<file path="src/rtl/resize_expand.sv">
// Re-expands packed narrow fixed-point lanes to a wide format with saturation, and
// recovers frame alignment from sync_in_i (word indexing, sync regeneration, sat stats).
module resize_expand #(
    parameter int    DIN_WIDTH  = 9,
    parameter int    DIN_POINT  = 8,
    parameter string DATA_TYPE  = "signed",
    parameter int    PARALLEL   = 4,
    parameter int    SHIFT      = -6,
    parameter int    DOUT_WIDTH = 18,
    parameter int    DOUT_POINT = 16,
    parameter int    FRAME_LEN  = 1024,
    parameter int    DELAY      = 0
) (
    input  logic                           clk_i,
    input  logic                           rst_i,
    input  logic [DIN_WIDTH*PARALLEL-1:0]  din_i,
    input  logic                           din_valid_i,
    input  logic                           sync_in_i,
    output logic [DOUT_WIDTH*PARALLEL-1:0] dout_o,
    output logic                           dout_valid_o,
    output logic                           sync_out_o,
    output logic                           warning_o,
    output logic                           sync_err_o,
    output logic [15:0]                    frame_sat_o
);

    localparam bit IsSigned = (DATA_TYPE == "signed");
    localparam int S        = (DOUT_POINT - DIN_POINT) + SHIFT;
    localparam int SL       = (S > 0) ? S : 0;
    localparam int SR       = (S < 0) ? -S : 0;
    // Wide enough to hold any shifted input plus both saturation bounds as signed values.
    localparam int XW       = ((DIN_WIDTH + SL > DOUT_WIDTH) ? DIN_WIDTH + SL : DOUT_WIDTH) + 2;
    localparam int CW       = $clog2(FRAME_LEN);
    localparam int IW       = DIN_WIDTH * PARALLEL;
    localparam int OW       = DOUT_WIDTH * PARALLEL;

    localparam logic signed [XW-1:0] MaxV = IsSigned ?
        $signed({{(XW-DOUT_WIDTH+1){1'b0}}, {(DOUT_WIDTH-1){1'b1}}}) :
        $signed({{(XW-DOUT_WIDTH){1'b0}}, {DOUT_WIDTH{1'b1}}});
    localparam logic signed [XW-1:0] MinV = IsSigned ?
        $signed({{(XW-DOUT_WIDTH+1){1'b1}}, {(DOUT_WIDTH-1){1'b0}}}) :
        $signed({XW{1'b0}});

    localparam logic [0:0] StWaitSync = 1'b0;
    localparam logic [0:0] StRun      = 1'b1;

    logic [0:0]    state_q, state_d;
    logic [CW-1:0] cnt_q, cnt_d;
    logic          accept, first;
    logic          sync_err_q, sync_err_d;

    always_comb begin
        state_d    = state_q;
        cnt_d      = cnt_q;
        accept     = 1'b0;
        first      = 1'b0;
        sync_err_d = 1'b0;
        if (sync_in_i) begin
            sync_err_d = (state_q == StRun) && (cnt_q != '0);
            state_d    = StRun;
            cnt_d      = '0;
        end
        // A sync in the same cycle makes this word index 0 of the new frame.
        if (din_valid_i && ((state_q == StRun) || sync_in_i)) begin
            accept = 1'b1;
            first  = (cnt_d == '0);
            cnt_d  = cnt_d + CW'(1);
        end
    end

    logic [IW-1:0] s1_data_q;
    logic          s1_valid_q, s1_first_q;

    always_ff @(posedge clk_i) begin
        if (rst_i) begin
            state_q    <= StWaitSync;
            cnt_q      <= '0;
            sync_err_q <= 1'b0;
            s1_data_q  <= '0;
            s1_valid_q <= 1'b0;
            s1_first_q <= 1'b0;
        end else begin
            state_q    <= state_d;
            cnt_q      <= cnt_d;
            sync_err_q <= sync_err_d;
            s1_valid_q <= accept;
            s1_first_q <= first;
            if (accept) begin
                s1_data_q <= din_i;
            end
        end
    end

    logic [OW-1:0]       exp_data;
    logic [PARALLEL-1:0] lane_sat;

    for (genvar l = 0; l < PARALLEL; l++) begin : g_lane
        logic [DIN_WIDTH-1:0]  lane_in;
        logic signed [XW-1:0]  ext, shf;
        logic [DOUT_WIDTH-1:0] res;
        logic                  sat;

        assign lane_in = s1_data_q[l*DIN_WIDTH +: DIN_WIDTH];
        assign ext     = $signed({{(XW-DIN_WIDTH){IsSigned & lane_in[DIN_WIDTH-1]}}, lane_in});
        assign shf     = (S >= 0) ? (ext <<< SL) : (ext >>> SR);

        always_comb begin
            sat = 1'b0;
            res = shf[DOUT_WIDTH-1:0];
            if (shf > MaxV) begin
                sat = 1'b1;
                res = MaxV[DOUT_WIDTH-1:0];
            end else if (shf < MinV) begin
                sat = 1'b1;
                res = MinV[DOUT_WIDTH-1:0];
            end
        end

        assign exp_data[l*DOUT_WIDTH +: DOUT_WIDTH] = res;
        assign lane_sat[l]                          = sat;
    end

    logic [OW-1:0] st2_data;
    logic          st2_valid, st2_sync, st2_warn;

    assign st2_valid = s1_valid_q;
    assign st2_sync  = s1_valid_q & s1_first_q;
    assign st2_warn  = s1_valid_q & (|lane_sat);
    assign st2_data  = s1_valid_q ? exp_data : '0;

    // Entry 0 is the shift/saturate register; entries 1..DELAY are the extra stages.
    logic [OW-1:0] pipe_data_q [DELAY+1];
    logic [DELAY:0] pipe_valid_q, pipe_sync_q, pipe_warn_q;

    always_ff @(posedge clk_i) begin
        if (rst_i) begin
            for (int i = 0; i <= DELAY; i++) begin
                pipe_data_q[i] <= '0;
            end
            pipe_valid_q <= '0;
            pipe_sync_q  <= '0;
            pipe_warn_q  <= '0;
        end else begin
            pipe_data_q[0]  <= st2_data;
            pipe_valid_q[0] <= st2_valid;
            pipe_sync_q[0]  <= st2_sync;
            pipe_warn_q[0]  <= st2_warn;
            for (int i = 1; i <= DELAY; i++) begin
                pipe_data_q[i]  <= pipe_data_q[i-1];
                pipe_valid_q[i] <= pipe_valid_q[i-1];
                pipe_sync_q[i]  <= pipe_sync_q[i-1];
                pipe_warn_q[i]  <= pipe_warn_q[i-1];
            end
        end
    end

    // Frame statistics track the word entering the output register so they move with sync_out.
    logic lst_valid, lst_sync, lst_warn;

    if (DELAY == 0) begin : g_lst_direct
        assign lst_valid = st2_valid;
        assign lst_sync  = st2_sync;
        assign lst_warn  = st2_warn;
    end else begin : g_lst_piped
        assign lst_valid = pipe_valid_q[DELAY-1];
        assign lst_sync  = pipe_sync_q[DELAY-1];
        assign lst_warn  = pipe_warn_q[DELAY-1];
    end

    logic [15:0] sat_run_q, sat_run_d;
    logic [15:0] frame_sat_q, frame_sat_d;

    always_comb begin
        sat_run_d   = sat_run_q;
        frame_sat_d = frame_sat_q;
        if (lst_valid) begin
            if (lst_sync) begin
                frame_sat_d = sat_run_q;
                sat_run_d   = {15'b0, lst_warn};
            end else if (lst_warn && (sat_run_q != 16'hFFFF)) begin
                sat_run_d = sat_run_q + 16'd1;
            end
        end
    end

    always_ff @(posedge clk_i) begin
        if (rst_i) begin
            sat_run_q   <= '0;
            frame_sat_q <= '0;
        end else begin
            sat_run_q   <= sat_run_d;
            frame_sat_q <= frame_sat_d;
        end
    end

    assign dout_o       = pipe_data_q[DELAY];
    assign dout_valid_o = pipe_valid_q[DELAY];
    assign sync_out_o   = pipe_sync_q[DELAY];
    assign warning_o    = pipe_warn_q[DELAY];
    assign sync_err_o   = sync_err_q;
    assign frame_sat_o  = frame_sat_q;

endmodule

</file>
<file path="config.mk">
export PLATFORM = sky130hd
export DESIGN_NAME = resize_expand
export DESIGN_NICKNAME = d
export VERILOG_FILES = /design/src/rtl/resize_expand.sv
export SDC_FILE = /design/constraint.sdc
export NUM_CORES = 1
export LEC_CHECK = 0
export BUFFER_PORTS_ARGS = -buffer_cell sky130_fd_sc_hd__buf_4
export CAP_MARGIN = 20
export CELL_PAD_IN_SITES_DETAIL_PLACEMENT = 0
export CELL_PAD_IN_SITES_GLOBAL_PLACEMENT = 1
export CORE_MARGIN = 4
export CORE_UTILIZATION = 37
export DETAILED_ROUTE_END_ITERATION = 7
export PLACE_DENSITY_LB_ADDON = 0.1
export SETUP_SLACK_MARGIN = 0.3
export SKIP_LAST_GASP = 1
export SYNTH_ARGS = -nofsm -noshare
export SYNTH_HDL_FRONTEND = slang
export SYNTH_SLANG_ARGS = --single-unit
export TNS_END_PERCENT = 50
</file>
<file path="constraint.sdc">
create_clock -name clk_i -period 1.7 [get_ports clk_i]
set_clock_uncertainty 0.15 [all_clocks]
set_input_delay 0.34 -clock clk_i [delete_from_list [all_inputs] [get_ports clk_i]]
set_output_delay 0.34 -clock clk_i [all_outputs]
set_load 0.02 [all_outputs]
</file>
==> impl_results.md <==
* Critical-path maximum fanout at 8
* # setup viols final at 0
* Fill count at 993
* Sequential power share at 0.405
* Number of H-tree levels at 4
* Measured slew at the worst slew-check pin at 0.555 ns
* CTS Buf Count at 17
* Final min period at 1.51 ns
* CP Launch Type: flip-flop
* Layout cell share with drive strength beyond 1 at 0.359
* Clk root buf: clkbuf_8
* Commonest non-fill, non-tap cell in the layout: nand2_1
* Critical Path AT at 1.02 ns
* Synth Cell Area at 4140 sq um
* Die width at 114 um
* Unrepaired setup endpoints after global routing: yes
* HPWL Detailed at 5770 um
* Total Wirelength at 9270 um
* # rows at 38
* Largest net degree at the start of global routing at 39
* Clock Tree Buf Depth at 2
* Hold WC Path Type: input port to flip-flop
* Internal power at 0.00566 W
* Core area at 10,900 sq um
* Yosys reg bits at 120
* Seq/Total Area, Yosys at 0.580
* GP Congestion at 0.729
* Initial antenna violation count at 0
* Initial Utilization at 0.380
* CP top delay family: flip-flops
* Vias in the first global route at 3,179
* Ys flop type: dfxtp_1
* Area Overhead vs Synth at 51.0%
* Static Leak at 2.65 nW
* Largest stage delay on the critical path at 0.38 ns
* TNS Setup at 0 ns
* Full die area at 12,900 sq um
* Final Slew Violations at 0
* Reg clk slew, reported paths at 0.06 ns
* Final hold violation count at 0
* Status: completed
* Dpl cell area at 4990 sq um
* Critical path buffers and inverters at 1
* Placed insts at 667
* Synthesized area per cell at 9.22 sq um
* Power per cell area at 1150 nW/um^2
* Fin crit share at 0.889
* Syn Inst Count at 449
* Skew-Pair Late Insertion Delay at 0.49 ns
* Port buffer count at 122
* Combinational power share at 0.057
* Net count, final at 628
* Routed len/inst at 12.5 um
* Max cap viols at 0
* Number of library cell types mapped by synthesis at 36
* Die Span Y at 114 um
* Reg area at 2470 sq um
* Final ANT Viol Nets at 0
* Starting DRC count in detailed routing at 101
* Ys Warns at 0
* Switching Fraction at 0.210
* Most frequent cells in the layout: 108 x nand2_1, 99 x buf_4, 77 x dfxtp_1
* Slew margin rel. at 0.629
* Vias per inst at 4.42
* First-pass DRT Iterations at 4
* Io pins at 132
* Required @ worst endpoint at 1.21 ns
* Finished Layout Cells at 741
* GR Util All Layers at 0.145
* Number of synthesized flops with an enable pin at 0
* Fin Hold WS at 0.0399 ns
* Clk pwr share at 0.538
* Finished Cell Area at 6250 sq um
* Setup CP Type: flip-flop to primary output
* DRC viols at 0
* CP Capture Type: primary output
* Highest achievable clock rate at 0.662 GHz
* Via count at 3,274
* Critical-path top delay cell: dfxtp_4
* N_diodes at 0
* Gr ovfl total at 0
* Cells along the critical path: buf_4
* Psw at 0.00151 W
* Area of the multi-input gates at 1400 sq um
* CTS tree: done
* Peak VDD IR at 0.621 mV
* CTS Sinks at 120
* Post-synth ARST share at 0
* First-pass GRT wire length at 15,000 um
metal layers:
layer  part of all wire  global-route usage  routed length [um]
met1               0.45               0.180                4140
met2               0.47               0.239                4360
met3              0.074              0.0424                 682
met4             0.0088              0.0523                  82
met5                  0                   0                   0
state kept, by name, indices dropped and copies added, names as in the netlist, 10 cells and up:
register / flops
pipe_data_q: 36
s1_data_q: 36
frame_sat_o: 16
sat_run_q: 16
cnt_q: 10
worst min-delay path: cells and delay by family:
| family | cells | cell delay, ns |
|---|---|---|
| simple gates | 1 | 0.11 |
| compound gates | 1 | 0.05 |
| buf+inv | 1 | 0.14 |
final cells by class:
class,instances,area share
flip-flops and latches,120,0.395
inverters,3,0.00180
well taps,140,0.0280
repair buffers,172,0.247
multi-input cells,274,0.224
clock inverters,13,0.0348
clock buffers,19,0.0690
synth_stat cells (2+ instances only):
cell type	number	area share
a21oi_1	55	0.066
nor4_1	4	0.0060
nor2_1	8	0.0073
clkbuf_1	11	0.010
mux2i_1	2	0.0048
nand3_1	2	0.0024
buf_2	10	0.012
o41ai_1	2	0.0042
nor2b_1	2	0.0030
o21ai_0	2	0.0024
and2_1	55	0.083
inv_1	3	0.0027
o311ai_0	2	0.0042
buf_4	37	0.067
dfxtp_1	120	0.58
nand2_1	108	0.098
buf_1	2	0.0018
xnor2_1	2	0.0042
or3_1	5	0.0076
per-stage QoR:
stage               worst slack (ns)   util  power (W)
CTS                            0.151  0.560    0.00728
global route                   0.138  0.574    0.00746
global placement               0.120  0.458    0.00330
detailed placement            0.0632  0.458    0.00331
floorplan                      0.297      -    0.00316
finish                         0.189  0.574    0.00717
power by group through the flow:
stage | Sequential, W | Combinational, W | Clock (W)
3_3_place_gp | 0.00296 | 0.000339 | 0
5_1_grt | 0.00291 | 0.000453 | 0.00410
6_report | 0.00290 | 0.000410 | 0.00386
2_1_floorplan | 0.00297 | 0.000194 | 0
3_5_place_dp | 0.00296 | 0.000340 | 0
4_1_cts | 0.00290 | 0.000413 | 0.00396
worst paths after layout:
| kind | startpoint | to | slack, ns | depth (start not counted) |
|---|---|---|---|---|
| worst max-delay path | pipe_data_q[0][16] | dout_o[15] | 0.19 | 1 |
| worst min register to register | sat_run_q[7] | frame_sat_o[7] | 0.29 | 2 |
| worst min-delay path | rst_i | cnt_q[4] | 0.04 | 3 |
| worst max register to register | cnt_q[3] | cnt_q[6] | 0.30 | 3 |
kinds of logic after synthesis:
| kind of cell | Yosys count | synth area share |
|---|---|---|
| AO/OA/AOI/OAI | 66 | 0.0867 |
| XOR/XNOR | 3 | 0.00635 |
| buffers and inverters | 64 | 0.0964 |
| flip-flops | 120 | 0.580 |
| multiplexers | 2 | 0.00483 |
| other | 1 | 0.000905 |
| AND/OR/NAND/NOR | 193 | 0.225 |
what timing repair did:
| action | CTS | global route |
|---|---|---|
| setup buffers | 2 | 2 |
| pin swaps | 2 | 1 |
| hold buffers | 37 | 0 |
| endpoints found under the hold margin | 37 | 0 |
| gates resized for setup | 24 | 59 |
| endpoints found under the setup margin | 107 | 130 |
| cloned | 1 | 0 |
Power figures use the tool's default switching activity.
